`config.mk`:
```
export PLATFORM = sky130hd
export DESIGN_NAME = regfile_write_arbiter
export DESIGN_NICKNAME = d
export VERILOG_FILES = /design/src/rtl/regfile_write_arbiter.sv
export SDC_FILE = /design/constraint.sdc
export NUM_CORES = 1
export LEC_CHECK = 0
export BUFFER_PORTS_ARGS = -buffer_cell sky130_fd_sc_hd__buf_2
export CAP_MARGIN = 20
export CORE_MARGIN = 3
export CORE_UTILIZATION = 50
export CTS_BUF_LIST = sky130_fd_sc_hd__clkbuf_8
export DETAILED_ROUTE_END_ITERATION = 10
export PLACE_DENSITY = 0.91
export SLEW_MARGIN = 20
export SYNTH_ARGS = -nofsm -noshare
export SYNTH_HDL_FRONTEND = slang
export SYNTH_SLANG_ARGS = --single-unit
```
`constraint.sdc`:
```
create_clock -name clk -period 2.2 [get_ports clk]
set_clock_uncertainty 0.05 [all_clocks]
set_input_delay 0.11 -clock clk [delete_from_list [all_inputs] [get_ports clk]]
set_output_delay 0.11 -clock clk [all_outputs]
set_load 0.005 [all_outputs]
```
`src/rtl/regfile_write_arbiter.sv`:
```
// -----------------------------------------------------------------------------
// regfile_write_arbiter
//
// Shares the single register-file write port between two writeback
// requesters (req0 = ALU, req1 = load). After reset the block first walks
// through registers 1 .. 2**ADDR_W-1, writing zero to one register per
// cycle (CLEAR). It then arbitrates between the requesters (RUN).
//
// Arbitration rules in RUN:
//   - A single valid requester is granted in the same cycle.
//   - When both are valid, they alternate (round-robin). The winner of
//     the previous both-valid cycle loses this one.
//
// The accepted write appears on the register-file port one cycle later.
// A write to register 0 is accepted and dropped; no strobe is issued.
//
// Ports:
//   clk, reset              clock; synchronous active-high reset
//   reqN_valid/addr/data    requester N write request (N = 0, 1)
//   reqN_ready              requester N accepted this cycle (combinational)
//   rf_write                register-file write strobe (registered)
//   rf_w_addr, rf_d_in      register-file write address / data (held when idle)
//   busy                    clear sequence in progress or in reset
//   conflict_cnt            saturating count of RUN cycles with both valid
// -----------------------------------------------------------------------------
module regfile_write_arbiter #(
  parameter int DATA_W = 16,
  parameter int ADDR_W = 5
) (
  input  logic              clk,
  input  logic              reset,
  input  logic              req0_valid,
  input  logic [ADDR_W-1:0] req0_addr,
  input  logic [DATA_W-1:0] req0_data,
  output logic              req0_ready,
  input  logic              req1_valid,
  input  logic [ADDR_W-1:0] req1_addr,
  input  logic [DATA_W-1:0] req1_data,
  output logic              req1_ready,
  output logic              rf_write,
  output logic [ADDR_W-1:0] rf_w_addr,
  output logic [DATA_W-1:0] rf_d_in,
  output logic              busy,
  output logic [7:0]        conflict_cnt
);

  typedef enum logic {
    CLEAR = 1'b0,
    RUN   = 1'b1
  } state_t;

  localparam logic [ADDR_W-1:0] LAST_ADDR = '1;

  state_t            state, state_nxt;
  logic [ADDR_W-1:0] clr_ptr, clr_ptr_nxt;
  // 1: req1 won the last both-valid cycle, so req0 wins the next one.
  logic              last_grant;
  logic              grant0, grant1;
  logic              both_valid;
  logic              accept;
  logic [ADDR_W-1:0] acc_addr;
  logic [DATA_W-1:0] acc_data;

  assign both_valid = req0_valid & req1_valid;

  // Next-state and grant logic.
  always_comb begin
    // NOTE: every signal written here gets a default first, so no path leaves
    // it unassigned and no latch is inferred.
    state_nxt   = state;
    clr_ptr_nxt = clr_ptr;
    grant0      = 1'b0;
    grant1      = 1'b0;

    unique case (state)
      CLEAR: begin
        clr_ptr_nxt = clr_ptr + ADDR_W'(1);
        if (clr_ptr == LAST_ADDR) begin
          state_nxt = RUN;
        end
      end
      RUN: begin
        // Grants are suppressed while reset is high. Requests presented
        // during reset are dropped.
        if (!reset) begin
          grant0 = req0_valid & (~req1_valid |  last_grant);
          grant1 = req1_valid & (~req0_valid | ~last_grant);
        end
      end
      default: begin
        state_nxt = CLEAR;
      end
    endcase
  end

  assign accept   = grant0 | grant1;
  assign acc_addr = grant1 ? req1_addr : req0_addr;
  assign acc_data = grant1 ? req1_data : req0_data;

  assign req0_ready = grant0;
  assign req1_ready = grant1;
  assign busy       = reset | (state == CLEAR);

  // State, clear pointer, arbitration history, output write port.
  always_ff @(posedge clk) begin
    // NOTE: sequential state uses non-blocking assignments only, so every
    // register samples the values from before this edge, whatever the
    // statement order.
    if (reset) begin
      state        <= CLEAR;
      clr_ptr      <= ADDR_W'(1);
      rf_write     <= 1'b0;
      rf_w_addr    <= '0;
      rf_d_in      <= '0;
      conflict_cnt <= '0;
      last_grant   <= 1'b1;
    end else begin
      state   <= state_nxt;
      clr_ptr <= clr_ptr_nxt;

      if (state == CLEAR) begin
        rf_write  <= 1'b1;
        rf_w_addr <= clr_ptr;
        rf_d_in   <= '0;
      end else if (accept && (acc_addr != '0)) begin
        rf_write  <= 1'b1;
        rf_w_addr <= acc_addr;
        rf_d_in   <= acc_data;
      end else begin
        // Address and data keep their last values. Register 0 writes end up
        // here and are consumed silently.
        rf_write <= 1'b0;
      end

      if ((state == RUN) && both_valid) begin
        last_grant <= grant1;
        if (conflict_cnt != 8'hFF) begin
          conflict_cnt <= conflict_cnt + 8'd1;
        end
      end
    end
  end

endmodule
```
==> After elaboration in Yosys (flattened, before gate mapping) <==
Cells that the tools add are included.
{ "word_totals": {"register_bits": 37, "latch_bits": 0, "ram_bits": 0, "rom_bits": 0, "in_bits": 46, "output_inout_bits": 33, "word_cells": 40, "memories": 0} }
{ "classes": {"addsub": 2, "multipliers": 0, "n_div": 0, "magnitude_cmp": 0, "n_eq_ne": 3, "shift": 0, "mux": 12, "n_bitwise": 11, "n_reduce_logical": 5} }
{ "ops": {"columns": ["cell", "n"], "rows": [
  ["2-to-1 mux 16 bit", 1],
  ["2-to-1 mux 5 bit", 3],
  ["adder 8 x 1 -> 8 bit (second input constant)", 1],
  ["2-to-1 mux 1 bit", 8],
  ["inequality test 8 bit (second input constant)", 1],
  ["adder 5 x 1 -> 5 bit (second input constant)", 1],
  ["equality test 5 bit (second input constant)", 1],
  ["nonzero test 5 bit", 1],
  ["inverter 1 bit", 4],
  ["bitwise OR 1 bit", 4],
  ["bitwise AND 1 bit", 3],
  ["logical AND 1 bit", 2],
  ["inequality test 2 x 1 -> 1 bit (second input constant)", 1],
  ["AND reduction 2 bit", 1],
  ["OR reduction 2 bit", 1]
]} }

==> Logic depth before layout (Yosys ltp) <==
Gate-level depths: netlist of run 1.
{ "logic_depth": {"depth_word": 10, "mapped_depth": 8, "depth_no_buf": 5} }

==> Worst setup path after synthesis of run 1 <==
No wires, ideal clock.
{ "synth_path": {"path_type": "input to register", "from": "input port req1_addr[1]", "to": "register rf_d_in[0]", "setup_ns": 0.072, "arrival_ns": 1.512, "required_time_ns": 2.078, "path_slack_ns": 0.566, "path_stages": 6, "path_buffers": 2, "path_cell_list": "or3_4 or3_1 o311ai_2 buf_6 buf_12 mux2i_1"} }
{ "synth_via": {"elab_chain_cells": 3} }
{ "synth_lines": {"columns": ["element", "line", "rtl"], "rows": [
  ["start: declaration", "37", "input logic [ADDR_W-1:0] req1_addr,"],
  ["2-to-1 mux 5 bit", "97", "assign acc_addr = grant1 ? req1_addr : req0_addr;"],
  ["nonzero test 5 bit", "125", "end else if (accept && (acc_addr != '0)) begin"],
  ["logical AND 1 bit", "125", null],
  ["end signal: assignment", "128", "rf_d_in <= acc_data;"],
  ["end: declaration", "42", "output logic [DATA_W-1:0] rf_d_in,"]
]} }
Every way passes these cells.
A chain may end at the register's enable or synchronous reset.

==> Worst setup path in the final report of run 1 <==
{ "layout_path": {"from": "input port req1_addr[1]", "to": "register rf_d_in[1]"} }
Same word-level chain as after synthesis.

==> impl_metrics.py, run 1 <==
metrics = {
    "run_status": {
        "outcome": "finished, final reports clean",
    },
    "die": {
        "die_h_um": 69.18,
        "coreArea_mm2": 0.003744,
        "rows": 22,
        "die-area_mm2": 0.004785,
        "io_pins": 79,
        "die_w_um": 69.18,
        "initial_utilization_pct": 53.31,
    },
    "synth": {
        "synth_top_area_share_pct": 37.12,
        "syn_area_mm2": 0.001996,
        "ys_warn_count": 0,
        "synth_cell_types": 44,
        "synth_top_area_cell": "dfxtp_1",
        "synth-async-reset-ratio_pct": 0,
        "synth.area.top_cells": "dfxtp_1, mux2i_1, nand2_1, nor2_1, xor2_1",
        "synth-edff-count": 0,
        "synth_fp_nets": 265,
        "ys.flop_type": "dfxtp_1",
        "synth_area_per_cell_um2": 9.239,
        "ys_seq_area_share_pct": 37.12,
        "synth_seq_cells": 37,
        "synth_cells": 216,
    },
    "cts": {
        "cts_tree": "done",
        "ctsHoldBuffers": 0,
        "cts.sinks": 37,
        "post-cts-setup-buffers": 0,
        "cts_resized": 0,
        "cts_buffers": 5,
        "cts.reportedPaths.clkPinSlew_ps": 70,
        "cts_root_buf": "clkbuf_8",
        "h-tree-depth": 2,
        "clock_latency_ps": 290,
        "clockBufferDepth": 2,
    },
    "layout": {
        "syn_to_final_growth_pct": 26.14,
        "ff_latch_area_um2": 740.7,
        "mostFrequentLayoutCells": "buf_2, dfxtp_1, mux2i_1",
        "layout.cells.non_filler": 341,
        "fin_nets": 341,
        "final_layout_size_suffix_gt1_share_pct": 33.45,
        "final_common_cell": "buf_2",
        "fill_cells": 328,
        "fin_area_mm2": 0.002517,
        "postLayoutCoreUtil_pct": 67.25,
        "n_antenna_cell": 0,
        "multiInputGateArea_mm2": 0.001165,
    },
    "power": {
        "p_leak_nw": 1.278,
        "vdd_drop_max_v": 0.0005607,
        "power_density_mw_per_mm2": 571.1,
    },
    "critical_path": {
        "slowest_delay_ps": 850,
        "path_depth": 5,
        "critPathCapture": "rf_d_in[1]$_SDFFE_PP0P_",
        "startpoint": "req1_addr[1]",
        "path_max_fanout": 17,
        "critPathSlowestCell": "o311ai_4",
        "endpoint_kind": "register",
        "arrival_ps": 2110,
        "worstPathCellList": "buf_2 -> or3_4 -> or3_1 -> o311ai_4 -> mux2i_1",
        "critPathBufInv": 1,
        "cp-start-kind": "input port",
        "r2r-start": "last_grant$_SDFFE_PP1P_",
        "rrSetupSlack_ps": 320,
        "reg2regPathDepth": 3,
        "r2r_end": "rf_d_in[1]$_SDFFE_PP0P_",
        "path_delay_family": "compound AO/OA/AOI/OAI gates",
        "required_ps": 2360,
        "path_class": "input port to register",
    },
    "detailed_routing": {
        "vias": 1877,
        "ant_nets": 0,
        "drtIter0Drc": 82,
        "post_drt_via_cell_ratio": 5.504,
        "routedWlPerCell_um": 14.11,
        "drc": 0,
        "firstDrtPassIters": 4,
        "routed_wirelength_um": 4812,
    },
    "timing": {
        "hold_viol": 0,
        "post-route-period-util_pct": 88.38,
        "rsz0062_at_grt": "false",
        "slew_viol_final": 0,
        "tns_ps": 0,
        "fmax_mhz": 514.3,
        "worst_pin_slew_ps": 1032,
        "slew_headroom_pct": 31.06,
        "whs_ps": 44.95,
        "setup_viol": 0,
        "period_minus_slack_ps": 1944,
    },
    "global_route": {
        "grt_antenna_before_repair": 0,
        "grt_usage_pct": 20.78,
        "grt_pass1_vias": 1828,
        "grt_overflow": 0,
        "grt_max_degree": 28,
        "grt_pass1_wl_um": 8162,
    },
    "placed_design": {
        "dpl-instance-area_mm2": 0.002401,
        "dp_hpwl_um": 3580,
        "placedCellCount": 333,
        "port_buffers": 78,
        "globalplace.congestion": 0.9402,
    },
    "job": {
        "maxCapViolations": 0,
    },
    "hold_path": {
        "min_path_type": "input port to register",
        "min_from": "req1_data[2]",
    },
}
-- final cells by class --
type                    count  area share (%)
clock buffers               6           3.280
clock inverters             2           1.342
inverters                   2          0.2982
multi-input cells         163           46.27
flip-flops and latches     37           29.42
well taps                  48           2.386
repair buffers             83           17.00
-- worst reg2reg max path, stage by stage, from the launching register on --
cell and delay (ps):
dfxtp_1 350, a21bo_2 240, o311ai_4 880, mux2i_1 290
-- worst min path at each step --
| stage | to | slack [ps] | cells past startpoint |
|---|---|---|---|
| floorplan | rf_w_addr[0]$_SDFFE_PP0P_ | 230 | 2 |
| global placement | rf_d_in[5]$_SDFFE_PP0P_ | 340 | 3 |
| detailed placement | rf_d_in[0]$_SDFFE_PP0P_ | 350 | 3 |
| CTS | rf_d_in[0]$_SDFFE_PP0P_ | 40 | 3 |
| global route | rf_d_in[9]$_SDFFE_PP0P_ | 40 | 3 |
| finish | rf_d_in[2]$_SDFFE_PP0P_ | 40 | 3 |
-- where the power goes --
part	switching, W	total, W	internal [W]	leakage [nW]
sequential	0.0000132	0.000696	0.000683	0.300
combinational	0.0000672	0.000141	0.0000734	0.916
clock	0.000236	0.000601	0.000365	0.0626
-- cells by family (layout without fill, tap and decap cells) --
kind of cell             Yosys count  after routing  share of synthesized area, %
AND/OR/NAND/NOR                   72             72                         17.99
XOR/XNOR                          10             10                         4.389
multiplexers                      37             37                         18.62
flip-flops                        37             37                         37.12
adder cells (fa/ha/maj)            3              3                         1.881
AO/OA/AOI/OAI                     41             41                         14.86
buffers and inverters             16             93                         5.141
-- metrics by stage --
step,power (W),worst slack (ps)
detailed placement,0.0008514,-77.33
global placement,0.0008468,1.244
finish,0.001438,255.6
global route,0.001503,169.3
CTS,0.001455,233.8
floorplan,0.0007809,566.3
-- sequential cells by signal, summed over array words and instances (netlist names) --
name          flops
rf_d_in          16
conflict_cnt      8
clr_ptr           5
rf_w_addr         5
last_grant        1
rf_write          1
state             1
-- cells in the mapped netlist, types with 2 or more instances --
library cell / number
mux2i_1: 36
or4_1: 3
nor2_1: 18
o21bai_1: 4
nand2b_1: 2
clkbuf_1: 5
nor4_1: 2
inv_1: 2
xnor2_1: 3
dfxtp_1: 37
buf_2: 3
a21o_1: 4
nand3_1: 6
buf_6: 2
a41oi_1: 4
ha_1: 3
and3_1: 4
a211oi_1: 4
buf_4: 2
o21ai_0: 11
nor3_1: 3
nand2_1: 22
or3_1: 3
nor2b_1: 2
or4_2: 2
a21oi_1: 3
xor2_1: 7
o211ai_1: 3
-- per-layer routing --
layer  GRT usage [%]  share of wire, %  up-vias
met2           34.22                49       63
met3           5.507               7.0        7
met4           8.677               1.6        0
met1           25.59                43      871
li1                -                 -      936
met5               0                 0        -
Note: power is estimated with default switching activity, not from simulation.
==> run 2, diff against run 1 <==
--- a/config.mk
+++ b/config.mk
@@ -5,13 +5,14 @@
 export SDC_FILE = /design/constraint.sdc
 export NUM_CORES = 1
 export LEC_CHECK = 0
+export ABC_AREA = 1
 export BUFFER_PORTS_ARGS = -buffer_cell sky130_fd_sc_hd__buf_2
 export CAP_MARGIN = 20
 export CORE_MARGIN = 3
 export CORE_UTILIZATION = 50
 export CTS_BUF_LIST = sky130_fd_sc_hd__clkbuf_8
 export DETAILED_ROUTE_END_ITERATION = 10
-export PLACE_DENSITY = 0.91
+export PLACE_DENSITY = 0.92
 export SLEW_MARGIN = 20
 export SYNTH_ARGS = -nofsm -noshare
 export SYNTH_HDL_FRONTEND = slang
==> run 2 against run 1 <==
  * Synthesized cell count increased by 31%
  * Die area down 3.6%
  * Sequential power fell by 0.9%
  * Sequential share of layout area increased by 0.69 points
  * Worst hold slack improved by 37 ps
  * Critical path depth up 4
  * Critical path type is now register to register
==> impl_metrics.py, run 2 <==
metrics = {
    "timing": {
        "setup_viol": 0,
        "slew_viol_final": 0,
        "tns_ps": 0,
        "hold_viol": 0,
        "whs_ps": 81.76,
        "fmax_mhz": 512.1,
        "post-route-period-util_pct": 88.77,
        "worst_pin_slew_ps": 621.3,
        "slew_headroom_pct": 58.20,
        "period_minus_slack_ps": 1953,
        "timing.final.ws_setup_ps": 247.2,
    },
    "synth": {
        "ys_seq_area_share_pct": 38.64,
        "synth.area.top_cells": "dfxtp_1, nand2_1, inv_1, a21oi_1, nor2_1",
        "synth_cell_types": 26,
        "synth_fp_nets": 331,
        "synth-async-reset-ratio_pct": 0,
        "yosysMostFrequentCell": "nand2_1",
        "synth_area_per_cell_um2": 6.797,
        "ys_warn_count": 0,
        "synth_seq_cells": 37,
        "synth_top_area_cell": "dfxtp_1",
        "syn_area_mm2": 0.001917,
        "ys.flop_type": "dfxtp_1",
        "synth-edff-count": 0,
        "synth_cells": 282,
        "yosys-top-cells-count": "nand2_1, dfxtp_1, inv_1",
        "synth_top_area_share_pct": 38.64,
    },
    "hold_path": {
        "min_path_type": "input port to register",
    },
    "critical_path": {
        "path_class": "register to register",
        "required_ps": 2330,
        "critPathBufInv": 1,
        "slowest_delay_ps": 520,
        "worstPathCellList": "nand2_4 -> nor2_4 -> nand2_1 -> o21ai_1 -> nand2_1 -> o21bai_4 -> inv_2 -> nor2_1 -> nor2_1",
        "path_max_fanout": 16,
        "endpoint_kind": "register",
        "critPathSlowestCell": "dfxtp_1",
        "path_delay_family": "simple AND/OR/NAND/NOR gates",
        "arrival_ps": 2080,
        "cp-start-kind": "register",
    },
    "power": {
        "power_density_mw_per_mm2": 549.8,
        "power_frac_comb_pct": 8.5,
        "p_leak_nw": 1.251,
        "p_int_w": 0.001066,
        "vdd_drop_max_v": 0.0004473,
        "seqPwrFrac_pct": 51.0,
        "switchingPower_w": 0.0002862,
        "pwr-share-clk_pct": 40.5,
        "swShare_pct": 21.16,
    },
    "layout": {
        "final_common_cell": "nand2_1",
        "mostFrequentLayoutCells": "nand2_1, buf_2, dfxtp_1",
        "final_layout_size_suffix_gt1_share_pct": 28.73,
        "fin_area_mm2": 0.002460,
        "largest_registers": "rf_d_in (16), conflict_cnt (8)",
        "ff_latch_area_um2": 740.7,
        "multiInputGateArea_um2": 967.2,
        "n_antenna_cell": 0,
        "syn_to_final_growth_pct": 28.33,
        "fill_cells": 294,
        "largest_reg_flops": 16,
        "fin_nets": 411,
        "largest_register": "rf_d_in",
    },
    "global_route": {
        "grt_pass1_wl_um": 7700,
        "grt_overflow": 0,
        "grt_usage_pct": 21.72,
        "grt_antenna_before_repair": 0,
        "grt_max_degree": 18,
        "grt_pass1_vias": 1907,
    },
    "cts": {
        "clockBufferDepth": 2,
        "cts.reportedPaths.clkPinSlew_ps": 70,
        "clock_latency_ps": 280,
        "h-tree-depth": 2,
        "ctsHoldBuffers": 0,
        "cts_tree": "done",
        "cts_resized": 0,
        "cts.sinks": 37,
        "cts_root_buf": "clkbuf_8",
        "post-cts-setup-buffers": 0,
        "cts_buffers": 5,
    },
    "die": {
        "die-area_mm2": 0.004612,
        "die_h_um": 67.92,
        "coreArea_mm2": 0.003521,
        "die_w_um": 67.92,
        "initial_utilization_pct": 54.44,
        "io_pins": 79,
        "rows": 21,
    },
    "detailed_routing": {
        "ant_nets": 0,
        "post_drt_via_cell_ratio": 5.020,
        "firstDrtPassIters": 4,
        "drtIter0Drc": 97,
        "routedWlPerCell_um": 11.83,
        "vias": 2048,
        "routed_wirelength_um": 4828,
        "drc": 0,
    },
    "placed_design": {
        "dp_hpwl_um": 3611,
        "port_buffers": 78,
        "globalplace.congestion": 0.8259,
        "dpl-instance-area_mm2": 0.002352,
        "dp_slack_ps": 257.2,
    },
    "run_status": {
        "outcome": "finished, final reports clean",
    },
    "job": {
        "maxCapViolations": 0,
    },
}
run 2: cell families after synthesis:
family                     synth area share, %
adders and majority gates                1.958
AOI/OAI and AO/OA                        13.77
buffers and inverters                    11.10
xor gates and xnor gates                 1.371
muxes                                    2.611
DFF                                      38.64
and+or+nand+nor                          30.55
run 2: layer usage:
metal / vias up / share of wire, % / global-route usage, %
li1: 1048 / - / -
met3: 12 / 9.0 / 6.568
met4: 0 / 1.4 / 7.444
met1: 916 / 40 / 22.52
met5: - / 0 / 0
met2: 72 / 49 / 41.07
run 2: final cells by class:
cell class	count	share of cell area, %
Clock inverter	2	1.424
Sequential cell	37	30.11
Multi-Input combinational cell	197	39.32
Timing Repair Buffer	85	18.51
Inverter	36	5.493
Tap cell	46	2.340
Clock buffer	5	2.798
run 2: power by group through the flow:
stage          Clock, W  Sequential [W]  Combinational (W)
3_3_place_gp          0        0.000704           0.000109
3_5_place_dp          0        0.000705           0.000113
2_1_floorplan         0        0.000703          0.0000537
6_report       0.000547        0.000690           0.000116
5_1_grt        0.000586        0.000691           0.000131
4_1_cts        0.000559        0.000689           0.000116
run 2: per-stage QoR:
step                      util [%]   power, W  std cells
after floorplan                  -  0.0007571        282
after global placement       66.81  0.0008139        401
after detailed placement     66.81  0.0008176        401
after CTS                    69.76   0.001364        408
after global routing         69.87   0.001407        408
final                        69.87   0.001352        408
run 2: path summary, 6_finish.rpt:
path         slack [ps]  cells after the start                 endpoint                     from
min                  80                      3  rf_d_in[6]$_SDFFE_PP0P_             req0_data[6]
max                 250                      9  rf_d_in[7]$_SDFFE_PP0P_         state$_SDFF_PP0_
max reg2reg         250                      9  rf_d_in[7]$_SDFFE_PP0P_         state$_SDFF_PP0_
min reg2reg         420                      1  clr_ptr[3]$_SDFFE_PP0N_  clr_ptr[3]$_SDFFE_PP0N_
run 2: tightest hold or removal path, stage by stage:
cell	delay [ps]
buf_2	70
mux2i_1	60
a21oi_1	140
==> run 3, diff against run 2 <==
--- a/config.mk
+++ b/config.mk
@@ -13,6 +13,7 @@
 export CTS_BUF_LIST = sky130_fd_sc_hd__clkbuf_8
 export DETAILED_ROUTE_END_ITERATION = 10
 export PLACE_DENSITY = 0.92
+export RECOVER_POWER = 50
 export SLEW_MARGIN = 20
 export SYNTH_ARGS = -nofsm -noshare
 export SYNTH_HDL_FRONTEND = slang
==> run 3 against run 2 <==
  * Sequential share of layout area increased by 0.39 points
  * Die area unchanged
  * Combinational power about the same
  * Final cell count unchanged
  * Flip-flop and latch count unchanged
  * Clock-buffer cell count unchanged
  * Power about the same
  * Clock power about the same
  * Largest power group unchanged
==> impl_metrics.py, run 3 (same netlist as run 2, synthesis figures left out) <==
metrics = {
    "layout": {
        "ff_latch_area_um2": 740.7,
        "fill_cells": 309,
        "fin_nets": 411,
        "multiInputGateArea_um2": 967.2,
        "fin_area_mm2": 0.002429,
        "largest_reg_flops": 16,
        "layout.cells.non_filler": 408,
        "syn_to_final_growth_pct": 26.70,
        "largest_registers": "rf_d_in (16), conflict_cnt (8)",
        "final_layout_size_suffix_gt1_share_pct": 22.38,
        "n_antenna_cell": 0,
        "largest_register": "rf_d_in",
        "mostFrequentLayoutCells": "nand2_1, buf_2, dfxtp_1",
        "final_common_cell": "nand2_1",
    },
    "power": {
        "swShare_pct": 21.24,
        "p_leak_nw": 1.153,
        "power_density_mw_per_mm2": 556.8,
        "p_int_w": 0.001065,
        "power_frac_comb_pct": 8.4,
        "vdd_drop_max_v": 0.0004467,
        "switchingPower_w": 0.0002873,
        "pwr-share-clk_pct": 40.5,
        "seqPwrFrac_pct": 51.0,
    },
    "cts": {
        "h-tree-depth": 2,
        "clockBufferDepth": 2,
        "cts.sinks": 37,
        "cts.reportedPaths.clkPinSlew_ps": 70,
        "clock_latency_ps": 280,
        "cts_root_buf": "clkbuf_8",
        "cts_tree": "done",
        "cts_buffers": 5,
    },
    "die": {
        "io_pins": 79,
        "initial_utilization_pct": 54.44,
        "die-area_mm2": 0.004612,
        "die_w_um": 67.92,
        "die_h_um": 67.92,
        "coreArea_mm2": 0.003521,
        "rows": 21,
    },
    "placed_design": {
        "placedCellCount": 401,
        "port_buffers": 78,
        "globalplace.congestion": 0.8259,
        "dp_hpwl_um": 3611,
        "dpl-instance-area_mm2": 0.002352,
    },
    "timing": {
        "post-route-period-util_pct": 88.77,
        "setup_viol": 0,
        "period_minus_slack_ps": 1953,
        "worst_pin_slew_ps": 609.6,
        "whs_ps": 81.14,
        "slew_headroom_pct": 58.99,
        "slew_viol_final": 0,
        "fmax_mhz": 512.0,
        "hold_viol": 0,
    },
    "critical_path": {
        "path_max_fanout": 16,
        "r2r_end": "rf_d_in[7]$_SDFFE_PP0P_",
        "rrSetupSlack_ps": 250,
        "cp-start-kind": "register",
        "r2r-start": "state$_SDFF_PP0_",
        "endpoint_kind": "register",
        "arrival_ps": 2080,
        "reg2regPathDepth": 9,
        "required_ps": 2330,
        "path_class": "register to register",
    },
    "hold_path": {
        "hold_depth": 3,
        "min_path_type": "input port to register",
        "holdPathEnd": "rf_d_in[6]$_SDFFE_PP0P_",
        "min_from": "req0_data[6]",
    },
    "detailed_routing": {
        "post_drt_via_cell_ratio": 4.993,
        "drc": 0,
        "ant_nets": 0,
        "vias": 2037,
        "routed_wirelength_um": 4832,
        "drtIter0Drc": 102,
        "routedWlPerCell_um": 11.84,
        "firstDrtPassIters": 7,
    },
    "run_status": {
        "outcome": "finished, final reports clean",
    },
    "global_route": {
        "grt_antenna_before_repair": 0,
        "grt_pass1_vias": 1907,
        "grt_pass1_wl_um": 7700,
        "grt_max_degree": 18,
        "grt_usage_pct": 21.72,
        "grt_overflow": 0,
    },
    "job": {
        "maxCapViolations": 0,
    },
}
run 3: cell types whose count changed in the layout (fill, tap and decap cells not counted):
cell,before,now
buf_2,78,56
clkbuf_1,0,22
buf_1,0,1
buf_4,6,5
run 3: timing repair:
action,in CTS,in global routing
hold buffers,0,0
endpoints found under the setup margin,0,3
resized for setup,0,1
setup buffers,0,0
run 3: power by group through the flow:
stage	Sequential (W)	Combinational, W	Clock [W]
floorplan	0.000703	0.0000537	0
global placement	0.000704	0.000109	0
detailed placement	0.000705	0.000113	0
CTS	0.000689	0.000116	0.000559
global route	0.000691	0.000129	0.000586
finish	0.000690	0.000114	0.000548
run 3: final cells by class:
type                            instances  share of cell area [%]
Timing Repair Buffer                   85                   17.47
Clock buffer                            5                   2.834
Multi-Input combinational cell        197                   39.82
Sequential cell                        37                   30.50
Clock inverter                          2                   1.443
Tap cell                               46                   2.370
Inverter                               36                   5.564
run 3: layer usage:
| layer | vias up | global-route usage (%) | wire length [um] |
|---|---|---|---|
| met1 | 904 | 22.52 | 1965 |
| met2 | 76 | 41.07 | 2343 |
| met4 | 0 | 7.444 | 65 |
| li1 | 1047 | - | - |
| met5 | - | 0 | 0 |
| met3 | 10 | 6.568 | 459 |
run 3: how the worst max path moves through the flow:
stage	start	slack [ps]	end	cells past startpoint
6_report	state$_SDFF_PP0_	250	rf_d_in[7]$_SDFFE_PP0P_	9
5_1_grt	conflict_cnt[1]$_SDFFE_PP0P_	-40	conflict_cnt[3]$_SDFFE_PP0P_	7
4_1_cts	conflict_cnt[1]$_SDFFE_PP0P_	220	conflict_cnt[0]$_SDFFE_PP0P_	6
3_5_place_dp	conflict_cnt[1]$_SDFFE_PP0P_	260	conflict_cnt[0]$_SDFFE_PP0P_	6
3_3_place_gp	conflict_cnt[0]$_SDFFE_PP0P_	290	conflict_cnt[0]$_SDFFE_PP0P_	6
2_1_floorplan	conflict_cnt[0]$_SDFFE_PP0P_	530	conflict_cnt[0]$_SDFFE_PP0P_	7
run 3: critical path, stage by stage, from the launching register on:
cell      delay (ps)
dfxtp_1          520
nand2_4          120
nor2_4           210
nand2_1           70
o21ai_1          100
nand2_1          110
o21bai_4         290
inv_2            190
nor2_1           120
nor2_1            60
run 3: stage by stage:
step	power, W	setup slack, ps	TNS [ps]	utilization [%]
after floorplan	0.0007571	526.1	0	-
after global placement	0.0008139	287.3	0	66.81
after detailed placement	0.0008176	257.2	0	66.81
after CTS	0.001364	215.6	0	69.76
after global routing	0.001406	-36.55	-36.55	68.98
final	0.001352	247.0	0	68.98
